File: src/rtl/soc_fact_unit.sv
// Memory-mapped factorial accelerator: N / GO / STATUS / RESULT registers, one multiply per cycle.
// Optional one-cycle completion interrupt output irq when SOC_FACT_IRQ_EN is defined.
module soc_fact_unit #(
    parameter int NW    = 4,
    parameter int MAX_N = 12
) (
    input  logic        clk,
    input  logic        rst,
    input  logic        we,
    input  logic [1:0]  a,
    input  logic [31:0] wd,
`ifdef SOC_FACT_IRQ_EN
    output logic        irq,
`endif
    output logic [31:0] rd
);

    localparam logic [1:0]    REG_N      = 2'b00;
    localparam logic [1:0]    REG_GO     = 2'b01;
    localparam logic [1:0]    REG_STATUS = 2'b10;
    localparam logic [NW-1:0] ONE        = NW'(1);

    typedef enum logic [1:0] {IDLE, LOAD, MULT, DONE} state_t;

    state_t        state, state_d;
    logic [NW-1:0] n, n_d, operand, operand_d, count, count_d;
    logic          go, go_d, done, done_d, err, err_d;
    logic [31:0]   result, result_d, product, product_d;
    logic          irq_q, irq_d;
    logic          unused_wd;

    assign unused_wd = ^wd[31:NW];

    function automatic logic [31:0] mul_lo(input logic [31:0] p, input logic [NW-1:0] c);
        logic [31:0] cw;
        cw = {{(32-NW){1'b0}}, c};
        return p * cw;
    endfunction

    always_comb begin
        state_d   = state;
        n_d       = n;
        operand_d = operand;
        count_d   = count;
        go_d      = go;
        done_d    = done;
        err_d     = err;
        result_d  = result;
        product_d = product;

        // N is writable in every state; only the latched operand is protected during a run
        if (we && a == REG_N)
            n_d = wd[NW-1:0];

        case (state)
            IDLE, DONE: begin
                if (we && a == REG_GO) begin
                    go_d = wd[0];
                    if (wd[0]) begin
                        done_d    = 1'b0;
                        err_d     = 1'b0;
                        operand_d = n;
                        state_d   = LOAD;
                    end
                end
            end
            LOAD: begin
                if ({{(32-NW){1'b0}}, operand} > 32'(MAX_N)) begin
                    err_d    = 1'b1;
                    result_d = '0;
                    done_d   = 1'b1;
                    go_d     = 1'b0;
                    state_d  = DONE;
                end else begin
                    product_d = 32'd1;
                    count_d   = operand;
                    state_d   = MULT;
                end
            end
            MULT: begin
                if (count <= ONE) begin
                    result_d = product;
                    done_d   = 1'b1;
                    go_d     = 1'b0;
                    state_d  = DONE;
                end else begin
                    product_d = mul_lo(product, count);
                    count_d   = count - ONE;
                end
            end
            default: state_d = IDLE;
        endcase

        irq_d = (state != DONE) && (state_d == DONE);
    end

    always_ff @(posedge clk or posedge rst) begin
        if (rst) begin
            state   <= IDLE;
            n       <= '0;
            operand <= '0;
            count   <= '0;
            go      <= 1'b0;
            done    <= 1'b0;
            err     <= 1'b0;
            result  <= '0;
            product <= '0;
            irq_q   <= 1'b0;
        end else begin
            state   <= state_d;
            n       <= n_d;
            operand <= operand_d;
            count   <= count_d;
            go      <= go_d;
            done    <= done_d;
            err     <= err_d;
            result  <= result_d;
            product <= product_d;
            irq_q   <= irq_d;
        end
    end

`ifdef SOC_FACT_IRQ_EN
    assign irq = irq_q;
`else
    logic unused_irq;
    assign unused_irq = irq_q;
`endif

    always_comb begin
        rd = '0;
        case (a)
            REG_N:      rd = {{(32-NW){1'b0}}, n};
            REG_GO:     rd = {31'b0, go};
            REG_STATUS: rd = {30'b0, err, done};
            default:    rd = result;
        endcase
    end

endmodule

File: config.mk
export PLATFORM = sky130hd
export DESIGN_NAME = soc_fact_unit
export DESIGN_NICKNAME = d
export VERILOG_FILES = /design/src/rtl/soc_fact_unit.sv
export SDC_FILE = /design/constraint.sdc
export NUM_CORES = 1
export LEC_CHECK = 0
export ABC_AREA = 0
export ABC_CLOCK_PERIOD_IN_PS = 5100
export BUFFER_PORTS_ARGS = -buffer_cell sky130_fd_sc_hd__buf_2
export CORE_MARGIN = 1.5
export CORE_UTILIZATION = 50
export DETAILED_ROUTE_END_ITERATION = 6
export PLACE_DENSITY = 0.69
export SETUP_SLACK_MARGIN = 0.4
export SYNTH_ARGS = -nofsm -noshare
export SYNTH_HDL_FRONTEND = slang
export SYNTH_SLANG_ARGS = --single-unit
export TNS_END_PERCENT = 100
File: constraint.sdc
create_clock -name clk -period 5.1 [get_ports clk]
set_clock_uncertainty 0.2 [all_clocks]
set_input_delay 0.51 -clock clk [delete_from_list [all_inputs] [get_ports clk]]
set_output_delay 0.51 -clock clk [all_outputs]
set_load 0.02 [all_outputs]
==> Yosys cells after proc, flatten, opt, wreduce, memory -nomap -nowiden <==
Index checks and enable logic that the tools add are counted.
{ "op_classes": {"n_eq_ne": 11, "add_sub_neg": 1, "muxes": 25, "mul": 1, "n_reduce_logical": 14, "n_lt_le_gt_ge": 2} }
{ "op_table": {"columns": ["op", "n"], "rows": [
  ["$mux 32", 4],
  ["$pmux 32 s2", 2],
  ["$pmux 32 s3", 1],
  ["$mul 32x4->32", 1],
  ["$reduce_and 3->1", 5],
  ["$ne 2x2->1 const B", 6],
  ["$mux 1", 8],
  ["$mux 4", 2],
  ["$pmux 4 s2", 1],
  ["$reduce_and 4->1", 2],
  ["$eq 2x2->1 const B", 3],
  ["$mux 2", 3],
  ["$pmux 1 s3", 2],
  ["$pmux 2 s3", 1],
  ["$eq 2x1->1 const B", 2],
  ["$gt 4x4->1 const B", 1],
  ["$le 4x1->1 const B", 1],
  ["$logic_not 2->1", 2],
  ["$reduce_bool 2->1", 2],
  ["$sub 4x1->4 const B", 1],
  ["$logic_and 1x1->1", 2],
  ["$pmux 1 s2", 1],
  ["$reduce_or 2->1", 1]
]} }
{ "word_totals": {"regBits": 81, "out_inout_bits": 32, "inputBits": 37} }

==> Logic depth before layout (Yosys ltp) <==
{ "depth": {"word_depth": 4, "ltp_mapped": 15} }

==> Worst setup path after synthesis <==
Ideal clock, no wire load.
{ "synth_path": {"path_kind": "register -> register", "from": "reg count[3]", "to": "reg product[20]", "arrival_time_ps": 3564, "required_time_ps": 4779, "slack_ps": 1215, "synth_period_minus_slack_ps": 3885, "path_stages_with_launch": 15, "setup_ps": 121, "cell_sequence": "dfrtp_1 -> clkbuf_1 -> and2_1 -> fa_1 -> inv_1 -> fa_1 -> inv_1 -> ha_1 -> a21o_1 -> a221oi_2 -> nor2_1 -> o2111ai_2 -> nand2_1 -> xor2_1 -> a22o_1"} }
{ "synth_between": {"elab_chain_len": 3} }
{ "synth_lines": {"columns": ["element", "line_no", "text"], "rows": [
  ["start, declared", "26", "logic [NW-1:0] n, n_d, operand, operand_d, count, count_d;"],
  ["start signal, assigned", "113", "count <= count_d;"],
  ["$mul 32x4->32 / $le 4x1->1 (equally long branches)", "37, 81", null],
  ["$mux 32 / $ne 2x2->1 (equally long branches)", null, null],
  ["$pmux 32 s2 / $reduce_and 3->1 (equally long branches)", null, null],
  ["end signal, assigned", "118", "product <= product_d;"],
  ["end, declared", "28", "logic [31:0] result, result_d, product, product_d;"]
]} }
Several ways; a longest one is shown, not always the timed one. The select of a mux whose other input is x is not followed.
A chain may end at the register's enable or synchronous reset.

==> Worst setup path after layout <==
{ "layout_path": {"from": "reg count[1]", "to": "reg product[29]"} }
The elaborated chain is that of the path after synthesis.

==> reports/qor.csv <==
metric;value;unit
status;completed;
cp.arrival;4.46;ns
synth-xor-area-share;3.348;%
drv_slew;0;
antenna_found_initial;0;
dr.pass1.iters;7;
overflow;0;
mostFrequentLayoutCell;inv_1;
cts_tree;done;
worst_pin_slew;1.007;ns
grt-busiest-layer;met2;
dieArea;15390;µm²
period_minus_slack;4.454;ns
critical_path_class;reg2reg;
grt_max_degree;52;
synth_edf_count;0;
fp.dieW;124.0;µm
final_cells;1046;
grt_pass1_vias;5723;
num_rows;44;
ys_ff_latch;81;
core;14420;µm²
port_buffers;40;
grt_pass1_wl;28640;µm
cts-root-buf;clkbuf_16;
grtUsageMet3;3.755;%
path_clk_slew;0.07;ns
fin_crit_sh;87.34;%
grtUsageMet2;38.32;%
final_cell_mix;inv_1, nand2_1, and2_1;
clock.fmax;224.5;MHz
synth-compound-area-share;17.34;%
syn_to_final_growth;9.325;%
ir_worst_vdd;318.1;µV
drt_iter0_markers;394;
cp-start-kind;flop;
synth-main-ff-cell;dfrtp_1;
dp_hpwl;12450;µm
synthAdderAreaFrac;21.73;%
drv_cap;0;
timing.slew.headroom;32.56;%
async_reset_ff_share;100.0;%
synthSimpleGateAreaFrac;19.42;%
n_antenna_cell;0;
synth_cell_types;62;
vias_per_cell;5.612;
finish.utilization;55.53;%
crit_required;5.10;ns
die_h;124.0;µm
totalWireLength;16970;µm
drc;0;
yosysWarnings;0;
boundaryPins;69;
p_total;3.868;mW
p_leak;4.091;nW
synth_top_family_by_area;adder cells;
setup_viol;0;
cts.path.max_buffers;2;
place_congestion;0.8919;
syn_nets;963;
drive_gt1_share;10.79;%
netlist_instances;833;
vias;5870;
fin_setup_tns;0;ns
min_path_type;in2reg;
synthMuxAreaShare;2.101;%
yosysSeqAreaShare;27.67;%
cts_buffers;9;
htree_num_levels;3;
use_met1;33.27;%
critPathMaxFanout;18;
hold_viol_final;0;
grt_setup_unrepaired;false;
wire_per_inst;16.22;µm
start_util;50.79;%
clock_latency;0.35;ns
clock-sinks;81;
nNetsFinal;987;
grt_use_total;24.02;%
syn_area;7326;µm²
dp_cells;1029;
antenna_left;0;
end_kind;flop;
p_per_area;483.0;nW/µm²
syn_avg_cell_area;8.794;µm²
==> layout make-up <==
| type | instances | area (µm²) |
|---|---|---|
| Sequential cell | 81 | 2028 |
| Fill cell | 1314 | 6415 |
| Clock buffer | 9 | 225.2 |
| Tap cell | 184 | 230.2 |
| Multi-Input combinational cell | 590 | 4688 |
| Inverter | 124 | 466.7 |
| Timing Repair Buffer | 51 | 285.3 |
| Clock inverter | 7 | 85.08 |
==> sequential cells by signal, indices dropped and copies added (netlist names) <==
name / cells
product: 32
result: 32
count: 4
n: 4
operand: 4
state: 2
done: 1
err: 1
go: 1
==> critical path, cell delays in order (launching register included) <==
cell and delay (ns):
dfrtp_1 0.61, buf_4 0.32, and2_1 0.18, fa_1 0.48, inv_1 0.06, fa_1 0.53
inv_1 0.04, ha_1 0.39, a21oi_4 0.20, o21ai_2 0.09, a32o_1 0.27, or4b_1 0.46
o22ai_1 0.23, xnor2_1 0.16, o21ai_1 0.07
==> routing by layer <==
| layer | wire [µm] | vias up |
|---|---|---|
| met5 | 0 | - |
| met4 | 277 | 0 |
| met3 | 664 | 18 |
| met2 | 7872 | 126 |
| met1 | 8151 | 2930 |
| li1 | - | 2796 |
==> synth_stat cells (9+ instances only) <==
master | number | area, µm²
inv_1 | 124 | 465.5
nand2_1 | 97 | 364.1
and2_1 | 90 | 563.0
dfrtp_1 | 81 | 2027
fa_1 | 57 | 1141
o21ai_0 | 44 | 220.2
a22o_1 | 36 | 315.3
ha_1 | 36 | 450.4
and3_1 | 34 | 212.7
a21oi_1 | 33 | 165.2
clkbuf_1 | 33 | 123.9
nor2_1 | 28 | 105.1
xnor2_1 | 17 | 148.9
xor2_1 | 11 | 96.34
a21o_1 | 10 | 75.07
mux2_2 | 9 | 101.4
==> through the flow <==
stage          setup slack [ns]  hold WS [ns]  area (µm²)
2_1_floorplan             1.215        0.2646        7326
3_5_place_dp             0.6794        0.2869        7687
5_1_grt                  0.4271        0.1826        8009
6_report                 0.6455        0.1857        8009
4_1_cts                  0.6531        0.1767        8008
3_3_place_gp             0.6800        0.2794        7687
==> logic make-up (layout without fill, tap and decap cells) <==
kind of cell	after synthesis	in the layout
and+or+nand+nor	277	277
muxes	13	13
buffers and inverters	162	191
adders and majority gates	93	93
xor gates and xnor gates	28	28
DFF	81	81
AOI/OAI and AO/OA	179	179
==> repair_timing <==
action | 4_1_cts | 5_1_grt
hold buffers | 1 | 0
setup endpoints to repair | 0 | 1
setup buffers | 0 | 0
resized for setup | 0 | 1
endpoints found under the hold margin | 5 | 0
==> power breakdown <==
part	switching [mW]	total (mW)	internal, mW
combinational	1.34	2.09	0.747
sequential	0.287	1.09	0.801
clock	0.300	0.689	0.389
total	1.93	3.87	1.94
==> final timing paths <==
kind                                       start                      end  slack, ns  depth (start not counted)
min in group asynchronous                    rst    result[7]$_DFFE_PP0P_       0.55                          3
setup / recovery            count[1]$_DFFE_PP0P_  product[29]$_DFFE_PP0P_       0.65                         14
hold reg to reg            result[7]$_DFFE_PP0P_    result[7]$_DFFE_PP0P_       0.30                          1
hold / removal                             wd[2]         n[2]$_DFFE_PP0P_       0.19                          2
setup reg to reg            count[1]$_DFFE_PP0P_  product[29]$_DFFE_PP0P_       0.65                         14
max in group asynchronous                    rst   result[25]$_DFFE_PP0P_       3.09                          4
(Power assumes the default switching activity.)
